**config.mk**
```make
export PLATFORM = sky130hd
export DESIGN_NAME = stream_mux_rr
export DESIGN_NICKNAME = d
export VERILOG_FILES = /design/src/rtl/stream_mux_pkg.sv /design/src/rtl/rr_arbiter.sv /design/src/rtl/stream_mux_rr.sv
export SDC_FILE = /design/constraint.sdc
export NUM_CORES = 1
export LEC_CHECK = 0
export ABC_CLOCK_PERIOD_IN_PS = 3500
export CORE_MARGIN = 1.5
export CORE_UTILIZATION = 38
export CTS_CLUSTER_SIZE = 16
export DETAILED_ROUTE_END_ITERATION = 8
export GPL_TIMING_DRIVEN = 0
export PLACE_DENSITY = 0.8
export SETUP_SLACK_MARGIN = 0.3
export SYNTH_ARGS = -nofsm -noshare
export SYNTH_HDL_FRONTEND = slang
export SYNTH_SLANG_ARGS = --single-unit
```
**constraint.sdc**
```tcl
create_clock -name sys_clk -period 3.5 [get_ports sys_clk]
set_clock_uncertainty 0.15 [all_clocks]
set_input_delay 0.525 -clock sys_clk [delete_from_list [all_inputs] [get_ports sys_clk]]
set_output_delay 0.525 -clock sys_clk [all_outputs]
set_load 0.01 [all_outputs]
```
**src/rtl/stream_mux_pkg.sv**
```systemverilog
// Shared types and helpers for the stream_mux_rr block.
//   state_e   : arbitration FSM state (waiting for a grant / locked to a packet)
//   sel_width : width of a channel index for a given channel count
package stream_mux_pkg;

  typedef enum logic {
    StIdle   = 1'b0,
    StLocked = 1'b1
  } state_e;

  // Channel-index width; never below 1 so ports stay legal for tiny configurations.
  function automatic int unsigned sel_width(input int unsigned num_ch);
    return (num_ch > 1) ? $clog2(num_ch) : 1;
  endfunction

endpackage

```
**src/rtl/rr_arbiter.sv**
```systemverilog
// Combinational round-robin arbiter.
// Searches req cyclically starting at the channel just after ptr and returns the
// first requester, both as a one-hot vector and as an index. No requester gives an
// all-zero grant and index 0.
//   req   in  NUM_CH  request per channel
//   ptr   in  SEL_W   last granted channel (search starts at ptr+1)
//   grant out NUM_CH  one-hot grant
//   index out SEL_W   index of the granted channel
module rr_arbiter
  import stream_mux_pkg::*;
#(
  parameter int unsigned  NUM_CH = 4,
  localparam int unsigned SEL_W  = sel_width(NUM_CH)
) (
  input  logic [NUM_CH-1:0] req,
  input  logic [SEL_W-1:0]  ptr,
  output logic [NUM_CH-1:0] grant,
  output logic [SEL_W-1:0]  index
);

  logic [SEL_W-1:0] cand;
  logic             found;

  always_comb begin
    grant = '0;
    index = '0;
    cand  = '0;
    found = 1'b0;
    // i runs 1..NUM_CH so ptr itself is visited last.
    for (int unsigned i = 1; i <= NUM_CH; i++) begin
      cand = SEL_W'((32'(ptr) + i) % NUM_CH);
      if (!found && req[cand]) begin
        found       = 1'b1;
        grant[cand] = 1'b1;
        index       = cand;
      end
    end
  end

endmodule

```
**src/rtl/stream_mux_rr.sv**
```systemverilog
// N-to-1 packet-preserving stream multiplexer with a registered output stage.
// A channel is chosen while idle (round-robin for MODE=0, external sel for MODE=1),
// then the mux stays locked to it until the beat carrying s_last is accepted.
//   sys_clk, sys_rst_n          clock, asynchronous active-low reset
//   s_data/s_valid/s_last       per-channel input streams (channel i at slice i)
//   s_ready                     per-channel accept, only the locked channel may see 1
//   sel                         channel select, only used when MODE=1
//   m_data/m_valid/m_last/m_chan registered output beat and its source channel
//   m_ready                     downstream accept
module stream_mux_rr
  import stream_mux_pkg::*;
#(
  parameter int unsigned  DATA_WIDTH = 32,
  parameter int unsigned  NUM_CH     = 4,
  parameter int unsigned  MODE       = 0,
  localparam int unsigned SEL_W      = sel_width(NUM_CH)
) (
  input  logic                         sys_clk,
  input  logic                         sys_rst_n,
  input  logic [NUM_CH*DATA_WIDTH-1:0] s_data,
  input  logic [NUM_CH-1:0]            s_valid,
  input  logic [NUM_CH-1:0]            s_last,
  output logic [NUM_CH-1:0]            s_ready,
  input  logic [SEL_W-1:0]             sel,
  output logic [DATA_WIDTH-1:0]        m_data,
  output logic                         m_valid,
  output logic                         m_last,
  output logic [SEL_W-1:0]             m_chan,
  input  logic                         m_ready
);

  state_e                state_q, state_d;
  logic [SEL_W-1:0]      grant_q, grant_d;
  logic [SEL_W-1:0]      rr_ptr_q, rr_ptr_d;
  logic [DATA_WIDTH-1:0] m_data_q, m_data_d;
  logic                  m_valid_q, m_valid_d;
  logic                  m_last_q, m_last_d;
  logic [SEL_W-1:0]      m_chan_q, m_chan_d;

  logic                  pick_valid;
  logic [SEL_W-1:0]      pick_idx;
  logic                  cur_valid, cur_last;
  logic [DATA_WIDTH-1:0] cur_data;
  logic                  out_free;
  logic                  accept;

  // Candidate channel for the next grant, evaluated only while idle.
  if (MODE == 0) begin : g_rr
    logic [NUM_CH-1:0] arb_grant;
    logic              unused_sel;

    rr_arbiter #(
      .NUM_CH (NUM_CH)
    ) u_arb (
      .req   (s_valid),
      .ptr   (rr_ptr_q),
      .grant (arb_grant),
      .index (pick_idx)
    );

    assign pick_valid = |arb_grant;
    assign unused_sel = ^sel;
  end else begin : g_sel
    logic unused_rr_ptr;

    // Out-of-range sel matches no channel, so the FSM simply stays idle.
    always_comb begin
      pick_valid = 1'b0;
      pick_idx   = sel;
      for (int unsigned c = 0; c < NUM_CH; c++) begin
        if (sel == SEL_W'(c) && s_valid[c]) begin
          pick_valid = 1'b1;
        end
      end
    end

    assign unused_rr_ptr = ^rr_ptr_q;
  end

  // Source mux driven only by the registered grant.
  always_comb begin
    cur_valid = 1'b0;
    cur_last  = 1'b0;
    cur_data  = '0;
    for (int unsigned c = 0; c < NUM_CH; c++) begin
      if (grant_q == SEL_W'(c)) begin
        cur_valid = s_valid[c];
        cur_last  = s_last[c];
        cur_data  = s_data[c*DATA_WIDTH +: DATA_WIDTH];
      end
    end
  end

  assign out_free = !m_valid_q || m_ready;
  assign accept   = (state_q == StLocked) && cur_valid && out_free;

  always_comb begin
    s_ready = '0;
    for (int unsigned c = 0; c < NUM_CH; c++) begin
      s_ready[c] = (state_q == StLocked) && (grant_q == SEL_W'(c)) && out_free;
    end
  end

  always_comb begin
    state_d   = state_q;
    grant_d   = grant_q;
    rr_ptr_d  = rr_ptr_q;
    m_data_d  = m_data_q;
    m_valid_d = m_valid_q;
    m_last_d  = m_last_q;
    m_chan_d  = m_chan_q;

    // A pending beat leaves on m_ready; a newly accepted beat below overrides this.
    if (m_ready) begin
      m_valid_d = 1'b0;
    end

    unique case (state_q)
      StIdle: begin
        if (pick_valid) begin
          grant_d = pick_idx;
          state_d = StLocked;
        end
      end
      StLocked: begin
        if (accept) begin
          m_data_d  = cur_data;
          m_valid_d = 1'b1;
          m_last_d  = cur_last;
          m_chan_d  = grant_q;
          if (cur_last) begin
            state_d  = StIdle;
            rr_ptr_d = grant_q;
          end
        end
      end
      default: state_d = StIdle;
    endcase
  end

  always_ff @(posedge sys_clk or negedge sys_rst_n) begin
    if (!sys_rst_n) begin
      state_q   <= StIdle;
      grant_q   <= '0;
      rr_ptr_q  <= SEL_W'(NUM_CH - 1);
      m_data_q  <= '0;
      m_valid_q <= 1'b0;
      m_last_q  <= 1'b0;
      m_chan_q  <= '0;
    end else begin
      state_q   <= state_d;
      grant_q   <= grant_d;
      rr_ptr_q  <= rr_ptr_d;
      m_data_q  <= m_data_d;
      m_valid_q <= m_valid_d;
      m_last_q  <= m_last_d;
      m_chan_q  <= m_chan_d;
    end
  end

  assign m_data  = m_data_q;
  assign m_valid = m_valid_q;
  assign m_last  = m_last_q;
  assign m_chan  = m_chan_q;

endmodule

```
==> flow_metrics.env, run 1 <==
export IMPL_status="finished, final reports clean"
export IMPL_crit_path_start_kind="flip-flop"
export IMPL_setup_viol=0
export IMPL_syn_area_per_cell_um2=13.9
export IMPL_fin_ws_ps=465
export IMPL_cp_slowest_cell="dfstp_2"
export IMPL_place_ws_ps=340
export IMPL_reg2reg_depth=7
export IMPL_p_comb_share_pct=66.6
export IMPL_slew_headroom_pct=58.9
export IMPL_core_area_um2=7330
export IMPL_stdcell_count=498
export IMPL_drv_slew=0
export IMPL_synth_cell_types=43
export IMPL_cts_buffers=5
export IMPL_rsz0062_at_grt="false"
export IMPL_p_clk_share_pct=10.4
export IMPL_tightestPinTransition_ps=617
export IMPL_wl_per_cell_um=16.9
export IMPL_drtIter0Drc=58
export IMPL_worstSkewPairLatency_ps=290
export IMPL_clockBufferDepth=2
export IMPL_dp_hpwl_mm=6.80
export IMPL_final_common_cell="clkdlybuf4s50_1"
export IMPL_fill_cells=541
export IMPL_tritoncts="built"
export IMPL_drt_pass1_iterations=5
export IMPL_intPower_uw=2420
export IMPL_finalSetupTns_ps=0
export IMPL_path_clk_slew_ps=80
export IMPL_syn_inst=210
export IMPL_die_x_um=90.6
export IMPL_final_layout_size_suffix_gt1_share_pct=20.8
export IMPL_clock_fmax_mhz=329
export IMPL_totalWireLength_mm=8.42
export IMPL_synth_edff_count=0
export IMPL_cts_sinks=41
export IMPL_swShare_pct=35.5
export IMPL_ios=181
export IMPL_pwr_share_seq_pct=23.1
export IMPL_ys_warn_count=0
export IMPL_critPathRequiredTime_ps=3530
export IMPL_ys_ff_latch=41
export IMPL_drc_errors=0
export IMPL_leakage_uw=0.00194
export IMPL_track_usage_pct=20.5
export IMPL_crit_type="reg -> reg"
export IMPL_h_tree_depth=2
export IMPL_overflow=0
export IMPL_die_h_um=90.6
export IMPL_fp_row_count=31
export IMPL_period_share_pct=86.7
export IMPL_total_power_uw=3760
export IMPL_grt_pass1_wl_mm=13.4
export IMPL_ctsRootBufferMaster="clkbuf_8"
export IMPL_gp_congestion=0.844
export IMPL_start_util_pct=39.8
export IMPL_grt_max_degree=40
export IMPL_power_density_nw_per_um2=755
export IMPL_ir_worst_vdd_v=0.000460
export IMPL_grt_pass1_vias=2764
export IMPL_worstHoldPathCells=1
export IMPL_cp_cell_sequence="clkbuf_1 -> inv_1 -> ha_2 -> mux4_2 -> o32a_1 -> a2bb2oi_1 -> mux2_2"
export IMPL_die_area_um2=8210
export IMPL_hold_viol_final=0
export IMPL_synthArstFlopShare_pct=100
export IMPL_port_buffers=178
export IMPL_drtAntennaViolNets=0
export IMPL_mostFrequentLayoutCells="177 x clkdlybuf4s50_1, 39 x dfrtp_1, 36 x mux4_2, 23 x mux2_1, 17 x mux2_2"
export IMPL_area_growth_pct=70.7
export IMPL_period_needed_ps=3040
export IMPL_nNetsFinal=547
export IMPL_ys_flop_type="dfrtp_1"
export IMPL_multi_input_comb_area_um2=1750
export IMPL_cp_max_fo=8
export IMPL_synth_fp_nets=359
export IMPL_worstPathArrival_ps=3070
export IMPL_num_antenna_cells=0
export IMPL_post_place_cells=488
export IMPL_hold_class="reg -> reg"
export IMPL_synth_area_um2=2920
export IMPL_worst_setup_path_end_kind="flip-flop"
export IMPL_vias_per_cell=5.27
export IMPL_antenna_found_initial=0
export IMPL_worst_path_largest_cell_delay_ps=570
export IMPL_cap_violations=0
export IMPL_regArea_um2=1030
export IMPL_ys_seq_area_share_pct=35.3
export IMPL_route_vias_total=2623
export IMPL_switchingPower_uw=1330
-- synthesized netlist by cell type, types with 2 or more instances --
| master | instances | area, um^2 |
|---|---|---|
| nand2b_1 | 3 | 18.8 |
| clkbuf_1 | 6 | 22.5 |
| dfstp_2 | 2 | 52.6 |
| a22oi_1 | 2 | 15.0 |
| o211ai_1 | 2 | 15.0 |
| nor2_1 | 4 | 15.0 |
| mux2_2 | 17 | 191 |
| buf_2 | 7 | 35.0 |
| and3_1 | 2 | 12.5 |
| nor3_1 | 2 | 10.0 |
| mux2_1 | 23 | 259 |
| o21ai_1 | 3 | 15.0 |
| nor4_1 | 2 | 12.5 |
| inv_1 | 4 | 15.0 |
| dfrtp_1 | 39 | 976 |
| ha_1 | 8 | 100 |
| o21ai_0 | 2 | 10.0 |
| a221oi_1 | 2 | 17.5 |
| nand2_1 | 8 | 30.0 |
| a31oi_1 | 2 | 12.5 |
| a21oi_1 | 7 | 35.0 |
| mux4_2 | 36 | 811 |
| nor3b_1 | 3 | 22.5 |
| buf_6 | 5 | 56.3 |
-- final timing paths --
check	startpoint	to	slack (ps)
setup / recovery	rr_ptr_q[1]	grant_q[1]	460
hold / removal	m_chan[1]	m_chan[1]	340
setup reg to reg	rr_ptr_q[1]	grant_q[1]	460
hold reg to reg	m_chan[1]	m_chan[1]	340
max in group asynchronous	sys_rst_n	rr_ptr_q[1]	2290
min in group asynchronous	sys_rst_n	m_data[25]	450
-- stage by stage --
step / hold WS, ps / cell area, um^2 / utilization, %
CTS: 349 / 4960 / 67.7
floorplan: 79.4 / 2920 / -
global route: 353 / 4980 / 67.9
finish: 341 / 4980 / 67.9
detailed placement: 183 / 4840 / 66.0
global placement: 314 / 4820 / 65.8
-- critical path: cells and delay by family (launching register included) --
| family | cells | cell delay (ps) |
|---|---|---|
| AOI/OAI and AO/OA | 2 | 450 |
| DFF | 1 | 570 |
| buffers and inverters | 2 | 510 |
| adders and majority gates | 1 | 440 |
| muxes | 2 | 800 |
-- power by group through the flow --
stage | Sequential [uW] | Clock, uW | Combinational, uW
after floorplan | 974 | 0 | 1450
after global placement | 879 | 0 | 2450
after detailed placement | 888 | 0 | 2500
after CTS | 881 | 403 | 2510
after global routing | 903 | 421 | 2710
final | 868 | 389 | 2500
-- repair_timing --
action                                  4_1_cts  5_1_grt
hold buffers                                  1        0
gates resized for setup                       0        3
endpoints found under the hold margin         2        0
endpoints found under the setup margin        0        4
buffers inserted                              0        1
-- area by class of cell --
cell class	instances	share of cell area, %
Timing Repair Buffer	181	36.5
Multi-Input combinational cell	144	35.1
Sequential cell	41	20.7
Buffer	20	2.59
Tap cell	99	2.49
Clock buffer	7	1.73
Clock inverter	1	0.603
Inverter	5	0.377
-- per-layer routing --
metal	track usage (%)	vias to the layer above	part of all wire, %
met5	0	-	0
li1	-	1196	-
met4	3.84	0	0.80
met1	23.6	1290	38
met3	5.72	7	8.8
met2	38.0	130	52
-- registers in the layout, indices dropped and copies added (netlist names) --
signal and count:
grant_q 2, m_chan 2, m_data 32, m_last 1
m_valid 1, rr_ptr_q 2, state_q 1
-- logic make-up (layout without fill, tap and decap cells) --
kind of cell	count (synthesis)	count (layout)	share of synthesized area (%)
flops	41	41	35.3
mux	78	78	44.1
xor+xnor	1	1	0.300
compound gates	25	25	5.58
buf+inv	25	214	4.94
simple gates	32	32	6.35
fa+ha+maj	8	8	3.43
No activity file was read; power rests on OpenSTA's default activity.
==> run 2: changes to the inputs <==
Settings changed: CORE_MARGIN 1.5 to default.
==> flow_metrics.env, run 2 (synthesized netlist as in run 1, its figures left out) <==
export IMPL_rsz0062_at_grt="false"
export IMPL_vias_per_cell=5.27
export IMPL_hold_class="reg -> reg"
export IMPL_tightestPinTransition_ps=626
export IMPL_cts_sinks=41
export IMPL_cp_max_fo=8
export IMPL_clockBufferDepth=2
export IMPL_intPower_uw=2360
export IMPL_h_tree_depth=2
export IMPL_drtIter0Drc=52
export IMPL_slew_headroom_pct=58.2
export IMPL_final_common_cell="clkdlybuf4s50_1"
export IMPL_grt_max_degree=40
export IMPL_switchingPower_uw=1340
export IMPL_hold_viol_final=0
export IMPL_die_h_um=89.6
export IMPL_worstSkewPairLatency_ps=280
export IMPL_drv_slew=0
export IMPL_post_place_cells=488
export IMPL_status="finished, final reports clean"
export IMPL_gp_congestion=0.862
export IMPL_port_buffers=178
export IMPL_leakage_uw=0.00193
export IMPL_r2r_slack_ps=440
export IMPL_fp_row_count=31
export IMPL_path_clk_slew_ps=80
export IMPL_dp_hpwl_mm=6.75
export IMPL_min_to="m_last"
export IMPL_stdcell_count=499
export IMPL_period_needed_ps=3060
export IMPL_cts_buffers=5
export IMPL_crit_type="reg -> reg"
export IMPL_total_power_uw=3700
export IMPL_grt_pass1_vias=2528
export IMPL_ir_worst_vdd_v=0.000360
export IMPL_regArea_um2=1030
export IMPL_mostFrequentLayoutCells="177 x clkdlybuf4s50_1, 39 x dfrtp_1, 36 x mux4_2, 23 x mux2_1, 17 x mux2_2"
export IMPL_worst_path_largest_cell_delay_ps=580
export IMPL_clock_fmax_mhz=326
export IMPL_wl_per_cell_um=16.9
export IMPL_worstSetupStartpoint="rr_ptr_q[1]"
export IMPL_cp_cell_sequence="clkbuf_1 -> inv_1 -> ha_2 -> mux4_2 -> o32a_1 -> a2bb2oi_1 -> mux2_2"
export IMPL_reg2reg_to="grant_q[1]"
export IMPL_min_delay_start="m_last"
export IMPL_period_share_pct=87.6
export IMPL_reg2reg_from="rr_ptr_q[1]"
export IMPL_track_usage_pct=20.0
export IMPL_multi_input_comb_area_um2=1750
export IMPL_setup_viol=0
export IMPL_route_vias_total=2629
export IMPL_fill_cells=525
export IMPL_num_antenna_cells=0
export IMPL_overflow=0
export IMPL_pwr_share_seq_pct=23.6
export IMPL_cap_violations=0
export IMPL_worstHoldPathCells=2
export IMPL_worstPathArrival_ps=3090
export IMPL_critical_path_top_delay_family="multiplexers"
export IMPL_whs_ps=337
export IMPL_p_clk_share_pct=8.4
export IMPL_grt_pass1_wl_mm=12.0
export IMPL_core_area_um2=7330
export IMPL_drc_errors=0
export IMPL_drtAntennaViolNets=0
export IMPL_final_layout_size_suffix_gt1_share_pct=21.3
export IMPL_power_density_nw_per_um2=745
export IMPL_nNetsFinal=549
export IMPL_ios=181
export IMPL_area_growth_pct=70.3
export IMPL_antenna_found_initial=0
export IMPL_totalWireLength_mm=8.45
export IMPL_finalSetupTns_ps=0
export IMPL_p_comb_share_pct=68.1
export IMPL_drt_pass1_iterations=4
export IMPL_start_util_pct=39.8
export IMPL_critPathRequiredTime_ps=3520
export IMPL_ctsRootBufferMaster="clkbuf_8"
export IMPL_cp_slowest_cell="dfstp_2"
export IMPL_critPathBufInv=2
export IMPL_swShare_pct=36.2
export IMPL_largest_reg_flops=32
export IMPL_die_x_um=89.6
export IMPL_reg2reg_depth=7
export IMPL_crit_path_start_kind="flip-flop"
export IMPL_tritoncts="built"
export IMPL_worst_setup_path_end_kind="flip-flop"
export IMPL_die_area_um2=8030
## run 2: cell count changes in the layout (fill, tap and decap cells not counted)
| cell | delta |
|---|---|
| clkbuf_2 | -1 |
| clkbuf_1 | -1 |
| buf_2 | +1 |
| buf_4 | +2 |
| clkinvlp_4 | +1 |
| bufinv_16 | -1 |
## run 2: what timing repair did
action	in CTS	in global routing
endpoints found under the hold margin	2	0
setup endpoints to repair	1	2
hold buffers	1	0
resized for setup	1	2
setup buffers	0	3
## run 2: cell type report
class | instances | area share (%)
repair buffers | 183 | 36.8
multi-input cells | 144 | 35.2
flip-flops and latches | 41 | 20.7
plain buffers | 20 | 2.60
well taps | 99 | 2.49
clock buffers | 6 | 1.66
inverters | 5 | 0.378
clock inverters | 1 | 0.151
## run 2: power groups by stage
stage	clock [uW]	sequential, uW	combinational [uW]
floorplan	0	974	1450
global placement	0	876	2440
detailed placement	0	887	2490
CTS	319	881	2510
global route	342	907	2720
finish	310	871	2520
## run 2: layer usage
metal / global-route usage [%] / vias up / wire [um]
met2: 37.7 / 143 / 4480
met4: 3.75 / 0 / 55
met3: 5.30 / 8 / 875
met5: 0 / - / 0
met1: 22.7 / 1273 / 3040
li1: - / 1205 / -
## run 2: worst max-delay path by stage
stage / end / cells after the start
2_1_floorplan: grant_q[1] / 8
3_3_place_gp: grant_q[1] / 8
3_5_place_dp: grant_q[1] / 8
4_1_cts: grant_q[1] / 8
5_1_grt: grant_q[1] / 7
6_report: grant_q[1] / 7
## run 2: tightest hold or removal path: stages, from the launching register on
cell and delay, ps:
dfrtp_1 340, nand2_1 50, nand2_1 60
## run 2: metrics by stage
step,util (%),worst slack [ps],area [um^2]
floorplan,-,611,2920
global placement,65.8,367,4820
detailed placement,66.0,348,4840
CTS,67.3,308,4940
global route,67.7,323,4960
finish,67.7,435,4960
==> run 3: changes to the inputs <==
--- a/constraint.sdc
+++ b/constraint.sdc
@@ -4,2 +4,2 @@
 set_output_delay 0.525 -clock sys_clk [all_outputs]
-set_load 0.01 [all_outputs]
+set_load 0.02 [all_outputs]
==> results of run 3 <==
The final DEF is identical to that of run 2. Status: finished, final reports clean.
Main changes from that run: total power 3700 uW -> 3880 uW; worst IR drop on VDD 0.000360 V -> 0.000389 V
